[src/rtl/fp_mult_sched_pkg.sv]
// Shared constants and helpers for the fp_mult scheduler.
package fp_mult_sched_pkg;

    localparam int unsigned FP_W = 32;
    localparam logic [FP_W-1:0] FP_ONE  = 32'h3F80_0000;
    localparam logic [FP_W-1:0] FP_ZERO = 32'h0000_0000;

    // Requester id width, never narrower than one bit.
    function automatic int unsigned id_w(input int unsigned n);
        return (n <= 2) ? 1 : $clog2(n);
    endfunction

endpackage

[src/rtl/fp_mult_sched_rr_arbiter.sv]
// Round-robin arbiter: combinational one-hot grant, registered search pointer.
module rr_arbiter
    import fp_mult_sched_pkg::*;
#(
    parameter int unsigned N = 2,
    localparam int unsigned IW = id_w(N)
) (
    input  logic          clk,
    input  logic          rst,
    input  logic [N-1:0]  valid,
    output logic [N-1:0]  grant,
    output logic [IW-1:0] idx,
    output logic          fire
);

    logic [IW-1:0] ptr;
    logic [IW-1:0] cand;

    // First valid requester at or above ptr, wrapping modulo N.
    always_comb begin
        grant = '0;
        idx   = '0;
        fire  = 1'b0;
        cand  = '0;
        for (int unsigned k = 0; k < N; k++) begin
            cand = IW'((32'(ptr) + k) % N);
            if (!fire && valid[cand]) begin
                fire        = 1'b1;
                idx         = cand;
                grant[cand] = 1'b1;
            end
        end
    end

    always_ff @(posedge clk or posedge rst) begin
        if (rst) begin
            ptr <= '0;
        end else if (fire) begin
            ptr <= (32'(idx) == N - 1) ? '0 : idx + IW'(1);
        end
    end

endmodule

[src/rtl/fp_mult_sched.sv]
// Shares one free-running fp_mult between NREQ requesters with id tagging.
// Optional grant counters are built when FP_MULT_SCHED_STATS_EN is defined.
module fp_mult_sched
    import fp_mult_sched_pkg::*;
#(
    parameter int unsigned NREQ    = 2,
    parameter int unsigned MUL_LAT = 3,
    parameter int unsigned CNT_W   = 16,
    localparam int unsigned ID_W   = id_w(NREQ)
) (
    input  logic                 clk,
    input  logic                 rst,
    input  logic [NREQ-1:0]      req_valid,
    input  logic [NREQ*32-1:0]   req_a,
    input  logic [NREQ*32-1:0]   req_b,
    output logic [NREQ-1:0]      req_ready,
    output logic [31:0]          mul_a,
    output logic [31:0]          mul_b,
    input  logic [31:0]          mul_y,
    output logic                 rsp_valid,
    output logic [ID_W-1:0]      rsp_id,
    output logic [31:0]          rsp_y,
`ifdef FP_MULT_SCHED_STATS_EN
    output logic [NREQ*CNT_W-1:0] grant_cnt,
`endif
    output logic                 busy
);

    logic            fire;
    logic [ID_W-1:0] grant_idx;
    logic [FP_W-1:0] a_arr [NREQ];
    logic [FP_W-1:0] b_arr [NREQ];
    logic [MUL_LAT:0] tag_vld;
    logic [ID_W-1:0]  tag_id [MUL_LAT+1];

    rr_arbiter #(.N(NREQ)) u_arb (
        .clk   (clk),
        .rst   (rst),
        .valid (req_valid),
        .grant (req_ready),
        .idx   (grant_idx),
        .fire  (fire)
    );

    for (genvar i = 0; i < NREQ; i++) begin : g_unpack
        assign a_arr[i] = req_a[i*FP_W +: FP_W];
        assign b_arr[i] = req_b[i*FP_W +: FP_W];
    end

    // Operand registers feeding the multiplier; hold when nothing is granted.
    always_ff @(posedge clk or posedge rst) begin
        if (rst) begin
            mul_a <= '0;
            mul_b <= '0;
        end else if (fire) begin
            mul_a <= a_arr[grant_idx];
            mul_b <= b_arr[grant_idx];
        end
    end

    // Tag pipe runs in lockstep with the multiplier; last stage aligns with mul_y.
    always_ff @(posedge clk or posedge rst) begin
        if (rst) begin
            tag_vld <= '0;
            for (int unsigned s = 0; s <= MUL_LAT; s++) tag_id[s] <= '0;
        end else begin
            tag_vld[0] <= fire;
            tag_id[0]  <= grant_idx;
            for (int unsigned s = 1; s <= MUL_LAT; s++) begin
                tag_vld[s] <= tag_vld[s-1];
                tag_id[s]  <= tag_id[s-1];
            end
        end
    end

    always_ff @(posedge clk or posedge rst) begin
        if (rst) begin
            rsp_valid <= 1'b0;
            rsp_id    <= '0;
            rsp_y     <= '0;
        end else begin
            rsp_valid <= tag_vld[MUL_LAT];
            if (tag_vld[MUL_LAT]) begin
                rsp_id <= tag_id[MUL_LAT];
                rsp_y  <= mul_y;
            end
        end
    end

    assign busy = fire | (|tag_vld);

`ifdef FP_MULT_SCHED_STATS_EN
    // Saturating per-requester grant counters.
    for (genvar i = 0; i < NREQ; i++) begin : g_cnt
        logic [CNT_W-1:0] cnt;
        always_ff @(posedge clk or posedge rst) begin
            if (rst) begin
                cnt <= '0;
            end else if (fire && grant_idx == ID_W'(i) && cnt != '1) begin
                cnt <= cnt + CNT_W'(1);
            end
        end
        assign grant_cnt[i*CNT_W +: CNT_W] = cnt;
    end
`endif

endmodule

[config.mk]
export PLATFORM = sky130hd
export DESIGN_NAME = fp_mult_sched
export DESIGN_NICKNAME = d
export VERILOG_FILES = /design/src/rtl/fp_mult_sched_pkg.sv /design/src/rtl/fp_mult_sched_rr_arbiter.sv /design/src/rtl/fp_mult_sched.sv
export SDC_FILE = /design/constraint.sdc
export NUM_CORES = 1
export LEC_CHECK = 0
export BUFFER_PORTS_ARGS = -buffer_cell sky130_fd_sc_hd__buf_4
export CORE_ASPECT_RATIO = 0.9
export CORE_MARGIN = 2
export CORE_UTILIZATION = 35
export DETAILED_ROUTE_END_ITERATION = 16
export GPL_TIMING_DRIVEN = 0
export PLACE_DENSITY = 0.7
export SYNTH_ARGS = -nofsm -noshare
export SYNTH_HDL_FRONTEND = slang
export SYNTH_SLANG_ARGS = --single-unit
[constraint.sdc]
create_clock -name clk -period 4.2 [get_ports clk]
set_input_delay 0.84 -clock clk [delete_from_list [all_inputs] [get_ports clk]]
set_output_delay 0.84 -clock clk [all_outputs]
set_load 0.01 [all_outputs]
# After elaboration in Yosys (flattened, before gate mapping)
# Cells that the tools add are included.
dict set report totals {
  reg_bits 107
  latchBits 0
  mem_bits_rw 0
  romBits 0
  input_bits 164
  output_inout_bits 101
  elab_cells 47
  memories 0
}
dict set report classes {
  add_sub_neg 2
  multipliers 0
  div_mod_pow 0
  order_cmp 5
  n_eq_ne 0
  shifts 0
  n_mux 21
  bitwise 3
  n_reduce_logical 5
}
# operator count
set ops {}
lappend ops {{$mux 32} 6}
lappend ops {{$mux 1} 11}
lappend ops {{$lt 1x2->1 const B} 2}
lappend ops {{$mux 2} 2}
lappend ops {{$reduce_or 4->1} 1}
lappend ops {{$logic_and 1x1->1} 3}
lappend ops {{$add 1x1->1 const B} 2}
lappend ops {{$demux 1 s1} 2}
lappend ops {{$ge 1x1->1 const B} 2}
lappend ops {{$ge 2x2->1 const B} 1}
lappend ops {{$not 1->2} 1}
lappend ops {{$or 2x2->2} 1}
lappend ops {{$logic_not 1->1} 1}
lappend ops {{$or 1x1->1} 1}

# Logic depth before layout (Yosys ltp)
dict set report logic_depth {
  word_depth 10
  depth_mapped 6
  ltp_nobuf 3
}

# Cells and area by module
# From an unflattened synthesis, not the netlist that was laid out.
dict set report unflattened {
  hier_cells 369
  hier_area_um2 4524.3
}
# module n_inst cells_per_inst area_each_um2 seq_area_each_um2
set modules_own_cells {}
lappend modules_own_cells {fp_mult_sched 1 360 4444.3 2652.5}
lappend modules_own_cells {rr_arbiter 1 9 80.1 25.0}

# Worst setup path before layout
# Ideal clock, no wire load.
dict set report synth_timing {
  path_type {input -> output}
  start {input req_valid[0]}
  end {output req_ready[1]}
  t_arrival_ns 1.618
  required_ns 3.360
  path_slack_ns 1.742
  stages 4
  n_path_buf 3
  path_cell_list {buf_2 -> buf_2 -> buf_1 -> a21boi_0}
}
dict set report synth_via {
  elab_chain_len 6
  elab_cells_between_ends 10
  cone_classes {mux (7); bitwise (1); reduce/logical (2)}
}
# element line_no
set synth_rtl {}
lappend synth_rtl {{from (decl)} fp_mult_sched.sv:13} ;# input logic [NREQ-1:0] req_valid,
lappend synth_rtl {{$mux 1 (implied by the code) (2 in series)} fp_mult_sched_rr_arbiter.sv:27} ;# if (!fire && valid[cand]) begin
lappend synth_rtl {{$mux 1} fp_mult_sched_rr_arbiter.sv:27}
lappend synth_rtl {{$logic_not 1->1} fp_mult_sched_rr_arbiter.sv:27}
lappend synth_rtl {{$logic_and 1x1->1} fp_mult_sched_rr_arbiter.sv:27}
lappend synth_rtl {{$mux 2 *} fp_mult_sched_rr_arbiter.sv:27}
lappend synth_rtl {{to (decl)} fp_mult_sched.sv:16} ;# output logic [NREQ-1:0] req_ready,
# Mark *: on every way between the ends. The rest lies on a longest branch, timed or not. The select of a mux whose other input is x is not followed.

# Final worst setup path
dict set report layout_timing {
  start {input req_valid[1]}
  end {output req_ready[1]}
}
# Same word-level chain as after synthesis.

==> out/metrics.yaml <==
yosys:
  syn-cell-area_mm2: 0.004886
  yosysUniqueCellTypes: 19
  ys_ff_latch: 107
  yosysMostFrequentCell: "dfrtp_1"
  syn_inst: 447
  synth_edf_count: 0
  synth_area_per_cell_um2: 10.93
  synthTopCellsByCount: "dfrtp_1, a211oi_1, nor2_1, nor2b_1, o22ai_1"
  synth_nets: 611
  async_flop_share: 1.000
  synth_top_area_share: 0.5480
  ys_warn_count: 0
  synth_top_flop_cell: "dfrtp_1"
  ys_top_cells_by_area: "dfrtp_1, a211oi_1, nor2b_1"
  synth_top_area_cell: "dfrtp_1"
  seq_area_frac_synth: 0.5480
worst_setup_path:
  path_class: "in2out"
  critPathRequiredTime_ps: 3360
  crit_family: "buffers and inverters"
  crit_chain: "buf_4 > buf_4 > buf_4 > buf_4 > a21boi_0 > buf_4"
  cp_common_cell: "buf_4"
  end_kind: "primary output"
  cp_num_buf_inv: 5
  max_stage_delay_ps: 220
  crit_slowest_cell: "buf_4"
  critical_path.max_fanout: 10
  startpoint_type: "primary input"
  arrival_ps: 1950
detailed_routing:
  drc: 0
  drt_pass1_iterations: 4
  postRouteAntennaNets: 0
  drtIter0Drc: 165
  wire_per_inst_um: 17.42
  routed_wl_um: 15590
  viasPerCell: 5.085
  num_vias: 4551
floorplan:
  io_pins: 265
  core_mm2: 0.01351
  die_area_mm2: 0.01492
  dieHeight_um: 116.1
  initial_core_util: 0.3616
  fp.dieW_um: 128.5
  num_rows: 40
placed_design:
  gp_congestion: 0.7383
  dp_cells: 879
  io_buffers: 263
  placed_cell_area_mm2: 0.007101
  hpwl_um: 11730
sta:
  worst_hold_slack_ps: 351.8
  fin_crit_sh: 0.6653
  finalClockSkew_ps: 7.362
  finalCriticalPeriod_ps: 2794
  slew_headroom: 0.6293
  setup_viol: 0
  fmax_ghz: 0.3579
  rsz0062_at_grt: "no"
  drv_slew: 0
  final.setup.tns_ps: 0
  worst_slew_pin_slew_ps: 556.0
  final_hold_viol_count: 0
clock_tree:
  cts_resized: 0
  cts.sinks: 107
  clockBufferDepth: 2
  numCtsBuffers: 9
  cts_max_level: 3
  hold_buffers: 0
  path_clk_slew_ps: 70
  insertion_delay_ps: 360
  ctsRootBufferMaster: "clkbuf_16"
  post_cts.repair.setup_buffers: 0
  cts_tree: "built"
finish:
  multi_input_area_mm2: 0.001951
  regArea_mm2: 0.002678
  area_delta_synth_final_pct: 51.42
  instances_no_fill: 895
  num_antenna_cells: 0
  layout.nets: 886
  nFillCells: 1183
  drive_gt1_frac: 0.4718
  stdcell_area_mm2: 0.007398
grt:
  grt-ovfl-total: 0
  grt_max_degree: 69
  antenna_found_initial: 0
  grt_pass1_vias: 4637
  grt.total_usage: 0.2054
  grt_pass1_wl_um: 23660
run:
  maxCapViolations: 0
run_status:
  status: "finished, final reports clean"
power:
  ir_drop_mv: 0.1816
  p_leak_uw: 0.003397
  power.density_mw_per_mm2: 371.3
min_path:
  hold_path_class: "reg2reg"
-- layout make-up --
cell class / count / area share
clock inverter: 6 / 0.007949
multi-input combinational: 297 / 0.2637
tap: 168 / 0.02841
timing repair buffer: 264 / 0.2706
buffer: 40 / 0.03332
inverter: 3 / 0.001860
sequential: 107 / 0.3619
clock buffer: 10 / 0.03230
-- cell families (layout without fill, tap and decap cells) --
kind of cell,count (synthesis),after routing,synth area share
compound gates,132,132,0.1869
buf+inv,43,323,0.05275
mux,33,33,0.07606
flops,107,107,0.5480
simple gates,132,132,0.1362
-- metal layers --
metal  track usage  part of all wire  vias to the layer above
met4       0.06449             0.014                        0
met3       0.06871             0.091                       17
met5             0                 0                        -
met2        0.3606              0.50                      195
li1              -                 -                     2184
met1        0.2400              0.40                     2155
-- through the flow --
step,setup slack (ps),utilization,total power (uW)
floorplan,542.8,-,1539
global placement,-705.2,0.5232,1909
detailed placement,1356,0.5255,1932
CTS,1351,0.5475,2788
global route,1266,0.5475,2893
finish,1406,0.5475,2747
-- path summary, 6_finish.rpt --
| path | start | endpoint | slack (ps) | cells after the start |
|---|---|---|---|---|
| hold / removal | tag_id[1] | tag_id[0] | 350 | 0 |
| max in group asynchronous | rst | mul_a[5] | 2940 | 3 |
| setup / recovery | req_valid[1] | req_ready[1] | 1410 | 6 |
| min in group asynchronous | rst | mul_b[15] | 550 | 2 |
| setup reg to reg | tag_vld[3] | rsp_y[20] | 2780 | 3 |
| hold reg to reg | tag_id[1] | tag_id[0] | 350 | 0 |
-- flip-flops by register name, summed over array words and instances, names as in the netlist --
signal and flops:
mul_b 32, tag_vld 4, rsp_valid 1, u_arb.ptr 1, rsp_id 1, tag_id 4
rsp_y 32, mul_a 32
-- report_power, final --
group	internal [uW]	switching (uW)	leakage, uW
Sequential	1140	61.6	0.00124
Clock	431	411	0.000148
Combinational	380	319	0.00201
-- layout by cell type (no fill, tap or decap), types with 2 or more instances in the layout --
| master | instances |
|---|---|
| buf_4 | 273 |
| dfrtp_1 | 107 |
| nor2b_1 | 64 |
| a211oi_1 | 64 |
| o22ai_1 | 64 |
| nor2_1 | 64 |
| mux2_2 | 33 |
| clkbuf_1 | 12 |
| buf_2 | 11 |
| clkbuf_16 | 9 |
| buf_6 | 6 |
| inv_1 | 2 |
| a21boi_0 | 2 |
| clkinv_4 | 2 |
Power figures use the tool's default switching activity.
